File: config.mk
export PLATFORM = sky130hd
export DESIGN_NAME = tia_clock_divider_flat
export DESIGN_NICKNAME = d
export VERILOG_FILES = /design/src/rtl/tia_clock_divider_if.sv /design/src/rtl/tia_clock_divider.sv /design/src/flat_wrapper.sv
export SDC_FILE = /design/constraint.sdc
export NUM_CORES = 1
export LEC_CHECK = 0
export ABC_AREA = 1
export CAP_MARGIN = 30
export CORE_MARGIN = 4
export CORE_UTILIZATION = 24
export DETAILED_ROUTE_END_ITERATION = 12
export HOLD_SLACK_MARGIN = 0.03
export PLACE_DENSITY = 0.5
export RECOVER_POWER = 50
export SYNTH_ARGS = -nofsm -noshare
export SYNTH_HDL_FRONTEND = slang
export SYNTH_SLANG_ARGS = --single-unit
File: constraint.sdc
create_clock -name clk -period 7.6 [get_ports clk]
set_input_delay 0.76 -clock clk [delete_from_list [all_inputs] [get_ports clk]]
set_output_delay 0.76 -clock clk [all_outputs]
set_load 0.02 [all_outputs]
File: src/rtl/tia_clock_divider_if.sv
// Control and status bundle between the phase generator and its consumers.
// The master side drives the controls. The slave side is the divider itself.
interface tia_clock_divider_if #(
  parameter int DIV_WIDTH = 4
) ();

  logic                 enable;
  logic                 rsyn;
  logic                 div_load;
  logic [DIV_WIDTH-1:0] div_ratio;
  logic [DIV_WIDTH-1:0] phase;
  logic                 phi1_stb;
  logic                 phi2_stb;
  logic                 div_out;
  logic                 rsyn_gated;

  modport master (
    output enable,
    output rsyn,
    output div_load,
    output div_ratio,
    input  phase,
    input  phi1_stb,
    input  phi2_stb,
    input  div_out,
    input  rsyn_gated
  );

  modport slave (
    input  enable,
    input  rsyn,
    input  div_load,
    input  div_ratio,
    output phase,
    output phi1_stb,
    output phi2_stb,
    output div_out,
    output rsyn_gated
  );

endinterface

File: src/rtl/tia_clock_divider.sv
// Programmable-ratio phase generator for the TIA/CPU clock phases.
// A new ratio is queued and only takes effect at a wrap or a resync.
module tia_clock_divider #(
  parameter int DIV_WIDTH   = 4,
  parameter int RESET_RATIO = 3
) (
  input  logic                    clk,
  input  logic                    resphi0_n,
  tia_clock_divider_if.slave      bus
);

  localparam logic [DIV_WIDTH-1:0] ZERO      = DIV_WIDTH'(1'b0);
  localparam logic [DIV_WIDTH-1:0] ONE       = DIV_WIDTH'(1'b1);
  localparam logic [DIV_WIDTH-1:0] TWO       = DIV_WIDTH'(2'd2);
  localparam logic [DIV_WIDTH-1:0] RST_RATIO =
    (RESET_RATIO < 2) ? TWO : DIV_WIDTH'(RESET_RATIO);

  // Ratios of 0 and 1 cannot produce two distinct phases, so they become 2.
  function automatic logic [DIV_WIDTH-1:0] clamp_ratio(input logic [DIV_WIDTH-1:0] r);
    if (r < TWO) begin
      return TWO;
    end else begin
      return r;
    end
  endfunction

  logic [DIV_WIDTH-1:0] phase_q,   phase_d;
  logic [DIV_WIDTH-1:0] active_q,  active_d;
  logic [DIV_WIDTH-1:0] pending_q, pending_d;
  logic                 pending_valid_q, pending_valid_d;
  logic                 phi1_q,    phi1_d;
  logic                 phi2_q,    phi2_d;
  logic                 div_out_q, div_out_d;

  logic [DIV_WIDTH-1:0] nxt_s;
  logic [DIV_WIDTH-1:0] half_s;
  logic                 decode_s;
  logic                 apply_s;

  // Next phase, ratio hand-over and strobe decode of the next phase.
  always_comb begin
    nxt_s           = phase_q;
    decode_s        = 1'b0;
    apply_s         = 1'b0;
    active_d        = active_q;
    pending_d       = pending_q;
    pending_valid_d = pending_valid_q;
    phi1_d          = 1'b0;
    phi2_d          = 1'b0;
    div_out_d       = 1'b0;
    half_s          = ZERO;

    if (bus.rsyn) begin
      nxt_s    = ZERO;
      decode_s = 1'b1;
      apply_s  = pending_valid_q;
    end else if (!bus.enable) begin
      nxt_s    = phase_q;
      decode_s = 1'b0;
    end else if (phase_q >= (active_q - ONE)) begin
      // The >= also recovers an out-of-range phase on the next enabled edge.
      nxt_s    = ZERO;
      decode_s = 1'b1;
      apply_s  = pending_valid_q;
    end else begin
      nxt_s    = phase_q + ONE;
      decode_s = 1'b1;
    end

    if (apply_s) begin
      active_d = pending_q;
    end else begin
      active_d = active_q;
    end

    // A load on the hand-over edge is queued behind the value just applied.
    if (bus.div_load) begin
      pending_d       = clamp_ratio(bus.div_ratio);
      pending_valid_d = 1'b1;
    end else if (apply_s) begin
      pending_d       = pending_q;
      pending_valid_d = 1'b0;
    end else begin
      pending_d       = pending_q;
      pending_valid_d = pending_valid_q;
    end

    half_s = active_d >> 1;
    if (decode_s) begin
      phi1_d    = (nxt_s == (active_d - ONE));
      phi2_d    = (nxt_s == (half_s - ONE));
      div_out_d = (nxt_s < half_s);
    end else begin
      phi1_d    = 1'b0;
      phi2_d    = 1'b0;
      div_out_d = 1'b0;
    end

    phase_d = nxt_s;
  end

  // State register; resphi0_n clears everything asynchronously.
  always_ff @(posedge clk or negedge resphi0_n) begin
    if (!resphi0_n) begin
      phase_q         <= ZERO;
      active_q        <= RST_RATIO;
      pending_q       <= RST_RATIO;
      pending_valid_q <= 1'b0;
      phi1_q          <= 1'b0;
      phi2_q          <= 1'b0;
      div_out_q       <= 1'b0;
    end else begin
      phase_q         <= phase_d;
      active_q        <= active_d;
      pending_q       <= pending_d;
      pending_valid_q <= pending_valid_d;
      phi1_q          <= phi1_d;
      phi2_q          <= phi2_d;
      div_out_q       <= div_out_d;
    end
  end

  assign bus.phase      = phase_q;
  assign bus.phi1_stb   = phi1_q;
  assign bus.phi2_stb   = phi2_q;
  assign bus.div_out    = div_out_q;
  assign bus.rsyn_gated = bus.rsyn & ~phi1_q;

endmodule

File: src/flat_wrapper.sv
// flat-port wrapper written by rule: the top's interface ports become plain ports
module tia_clock_divider_flat 
#(
  parameter int DIV_WIDTH   = 4,
  parameter int RESET_RATIO = 3
)
  (clk, resphi0_n, bus_enable, bus_rsyn, bus_div_load, bus_div_ratio, bus_phase, bus_phi1_stb, bus_phi2_stb, bus_div_out, bus_rsyn_gated);
  tia_clock_divider_if #(.DIV_WIDTH(DIV_WIDTH)) bus_i ();
  input  logic clk;
  input  logic resphi0_n;
  input wire logic [$bits(bus_i.enable)-1:0] bus_enable;
  input wire logic [$bits(bus_i.rsyn)-1:0] bus_rsyn;
  input wire logic [$bits(bus_i.div_load)-1:0] bus_div_load;
  input wire logic [$bits(bus_i.div_ratio)-1:0] bus_div_ratio;
  output wire logic [$bits(bus_i.phase)-1:0] bus_phase;
  output wire logic [$bits(bus_i.phi1_stb)-1:0] bus_phi1_stb;
  output wire logic [$bits(bus_i.phi2_stb)-1:0] bus_phi2_stb;
  output wire logic [$bits(bus_i.div_out)-1:0] bus_div_out;
  output wire logic [$bits(bus_i.rsyn_gated)-1:0] bus_rsyn_gated;
  assign bus_i.enable = bus_enable;
  assign bus_i.rsyn = bus_rsyn;
  assign bus_i.div_load = bus_div_load;
  assign bus_i.div_ratio = bus_div_ratio;
  assign bus_phase = bus_i.phase;
  assign bus_phi1_stb = bus_i.phi1_stb;
  assign bus_phi2_stb = bus_i.phi2_stb;
  assign bus_div_out = bus_i.div_out;
  assign bus_rsyn_gated = bus_i.rsyn_gated;
  tia_clock_divider #(.DIV_WIDTH(DIV_WIDTH), .RESET_RATIO(RESET_RATIO)) u_core (.clk(clk), .resphi0_n(resphi0_n), .bus(bus_i));
endmodule
==> summary.txt <==
Run status
  – Outcome: completed

STA
  – Min Hold Slack: 504 ps
  – Fmax: 347 MHz
  – Slew Limit Fails: 0
  – Clk_skew: 10.5 ps
  – Worst Tran Pin Value: 736 ps
  – Hold Fails Final Rpt: 0
  – Final worst slack: 4710 ps
  – Setup violations, final: 0
  – Period utilization: 38.0%
  – RSZ-0062 raised after global routing: no
  – Slew HR: 50.7%
  – Minimum clock period: 2890 ps
  – Setup TNS: 0 ps

Hold path
  – Hold path cells: 2
  – Worst hold path class: register to register
  – WHS Endpoint: u_core.pending_q[0]
  – Min-Delay Startpoint: u_core.pending_q[0]

Power and ir drop
  – Switching power total: 209 uW
  – Seq pwr share: 27.5%
  – Logic pwr share: 58.6%
  – Total power: 472 uW
  – Worst VDD drop: 0.104 mV
  – Lkg Pwr: 0.000722 uW
  – Part of the power in the clock network: 13.9%
  – PwrDens: 340 nW/um^2
  – Sw Share: 44.4%
  – Int Power: 262 uW

Drt
  – Avg WL per Cell: 11.6 um
  – DRT Pass-1 Iters: 4
  – Antenna Violating Nets Remaining: 0
  – WL final: 2470 um
  – DR vias: 928
  – Routed vias/inst: 4.36
  – Initial drt markers: 35
  – Drc violations: 0

Die
  – Initial Util: 25.3%
  – IO Count: 17
  – Rows: 24
  – Die X: 76.2 um
  – Total die area: 5800 um^2
  – Die Y: 76.2 um
  – Core area: 4410 um^2

Clock tree
  – Root Buffer: clkbuf_8
  – Number of post-CTS setup repair buffers: 0
  – Resized Gates After CTS: 0
  – CTS tree: done
  – CTS buffer count: 3
  – H-tree lvl count: 1
  – Clk sinks: 16
  – Maximum clock insertion buffer count: 2
  – Hold-fix buffers at CTS: 0
  – Worst-skew pair later-pin latency: 250 ps
  – Worst-path clk slew: 70 ps

Setup path
  – CP Class: register to register
  – CP arrival: 2990 ps
  – Crit path max fanout: 7
  – Worst EP required: 7700 ps
  – R2R Path End: u_core.bus.div_out
  – Startpoint type of the worst setup path: register
  – Reg-to-reg slack, setup: 4710 ps
  – RR Startpoint: u_core.active_q[0]
  – R2r worst-path depth: 15
  – Critical path endpoint category: register

Layout
  – N_diodes: 0
  – Layout area overhead: 24.2%
  – Design Area, Final: 1390 um^2
  – Layout cells sized above 1: 19.3%
  – Final Net Count: 182
  – Commonest non-fill, non-tap cell in the layout: nand2_1
  – Most frequent cells in the layout: nand2_1, inv_1, clkdlybuf4s50_1, dfrtp_1, ha_1

GRT
  – Initial antenna violation count: 0
  – Global route overflow: 0
  – Largest net degree at the start of global routing: 17
  – Number of global-route vias before repair: 978
  – First-pass GRT wire length: 4390 um
  – Overall global routing resource usage: 9.14%

Place
  – Pre-CTS setup slack: 4570 ps
  – Final HPWL DP: 2060 um
  – Placer Congestion: 0.789
  – Post-DP Area: 1340 um^2
  – Buffers on Ports: 16

Yosys
  – Post-Synthesis Cell Area: 1110 um^2
  – Post-synth net total: 161
  – Mapped Cells: 141
  – #FFs+latches synth: 16
  – Post-synthesis sequential area ratio: 36.4%
  – Avg Cell Area, Syn: 7.91 um^2
  – Synth unique cells: 25
  – Synth warnings: 0

Job
  – Max_cap viols: 0
-- worst max-delay path, cell delays in order (launching register included) --
cell and delay [ps]:
dfstp_2 510, inv_1 80, ha_1 230, xnor2_1 130, ha_1 270, nand2_1 50, inv_1 70, nand2_2 80
nand2_4 90, nand3_4 120, nand2_1 100, nand2_2 100, ha_1 310, inv_1 60, o21bai_1 50, a2111oi_0 470
-- cell families after synthesis --
group / Yosys count / synth area share, %
AND/OR/NAND/NOR: 71 / 30.3
AO/OA/AOI/OAI: 11 / 7.30
flip-flops: 16 / 36.4
XOR/XNOR: 5 / 4.60
buffers and inverters: 27 / 9.09
adder cells (fa/ha/maj): 11 / 12.3
-- cells in the mapped netlist --
library cell,n,share of area [%]
o211ai_1,1,0.67
nor2_1,7,2.4
nand3_2,1,0.90
o21a_1,1,0.67
dfstp_2,4,9.4
nand2_1,40,13
dfrtp_1,12,27
a2111oi_0,1,0.79
nand4_1,3,1.7
xnor2_1,3,2.4
ha_1,11,12
inv_1,20,6.7
o21ai_4,1,1.5
nor2_2,2,1.1
o21ai_0,5,2.2
nand2_4,1,1.0
nor3_1,2,0.90
nand3_4,1,1.6
nand2_2,9,5.1
o21bai_1,1,0.67
xnor2_2,1,1.5
nand3_1,5,2.2
o21ai_2,1,0.79
inv_2,7,2.4
xor2_1,1,0.79
-- power groups by stage --
stage	clock [uW]	sequential, uW	combinational [uW]
2_1_floorplan	0	142	190
3_3_place_gp	0	132	271
3_5_place_dp	0	132	280
4_1_cts	69.6	130	281
5_1_grt	73.6	133	320
6_report	65.5	130	276
-- cell type report --
| class | count | area [um^2] |
|---|---|---|
| Timing Repair Buffer | 16 | 160 |
| Fill cell | 479 | 3030 |
| Multi-Input combinational cell | 98 | 608 |
| Sequential cell | 16 | 405 |
| Clock buffer | 4 | 45.0 |
| Tap cell | 52 | 65.1 |
| Inverter | 27 | 101 |
-- stage by stage --
stage	instances	utilization (%)
6_report	213	31.4
3_5_place_dp	209	30.4
2_1_floorplan	141	-
3_3_place_gp	209	30.4
5_1_grt	213	31.4
4_1_cts	213	31.4
-- registers in the layout, summed over array words and instances (netlist names) --
register / count
u_core.bus.div_out: 1
u_core.active_q: 4
u_core.pending_valid_q: 1
u_core.bus.phase: 4
u_core.pending_q: 4
u_core.bus.phi1_stb: 1
u_core.bus.phi2_stb: 1
-- routing by layer --
layer  wire length, um  global-route usage [%]
met3                82                    1.65
met4                17                    3.50
met5                 0                       0
met1              1130                    11.3
met2              1240                    15.7
-- how the worst max path moves through the flow --
stage,start,to,slack (ps),depth (start not counted)
4_1_cts,u_core.active_q[0],u_core.bus.div_out,4610,15
5_1_grt,u_core.active_q[0],u_core.bus.div_out,4500,15
3_5_place_dp,bus_enable,u_core.bus.div_out,4570,10
6_report,u_core.active_q[0],u_core.bus.div_out,4710,15
2_1_floorplan,u_core.active_q[0],u_core.bus.div_out,5100,15
3_3_place_gp,bus_enable,u_core.bus.div_out,4630,10
No activity file was read; power rests on OpenSTA's default activity.
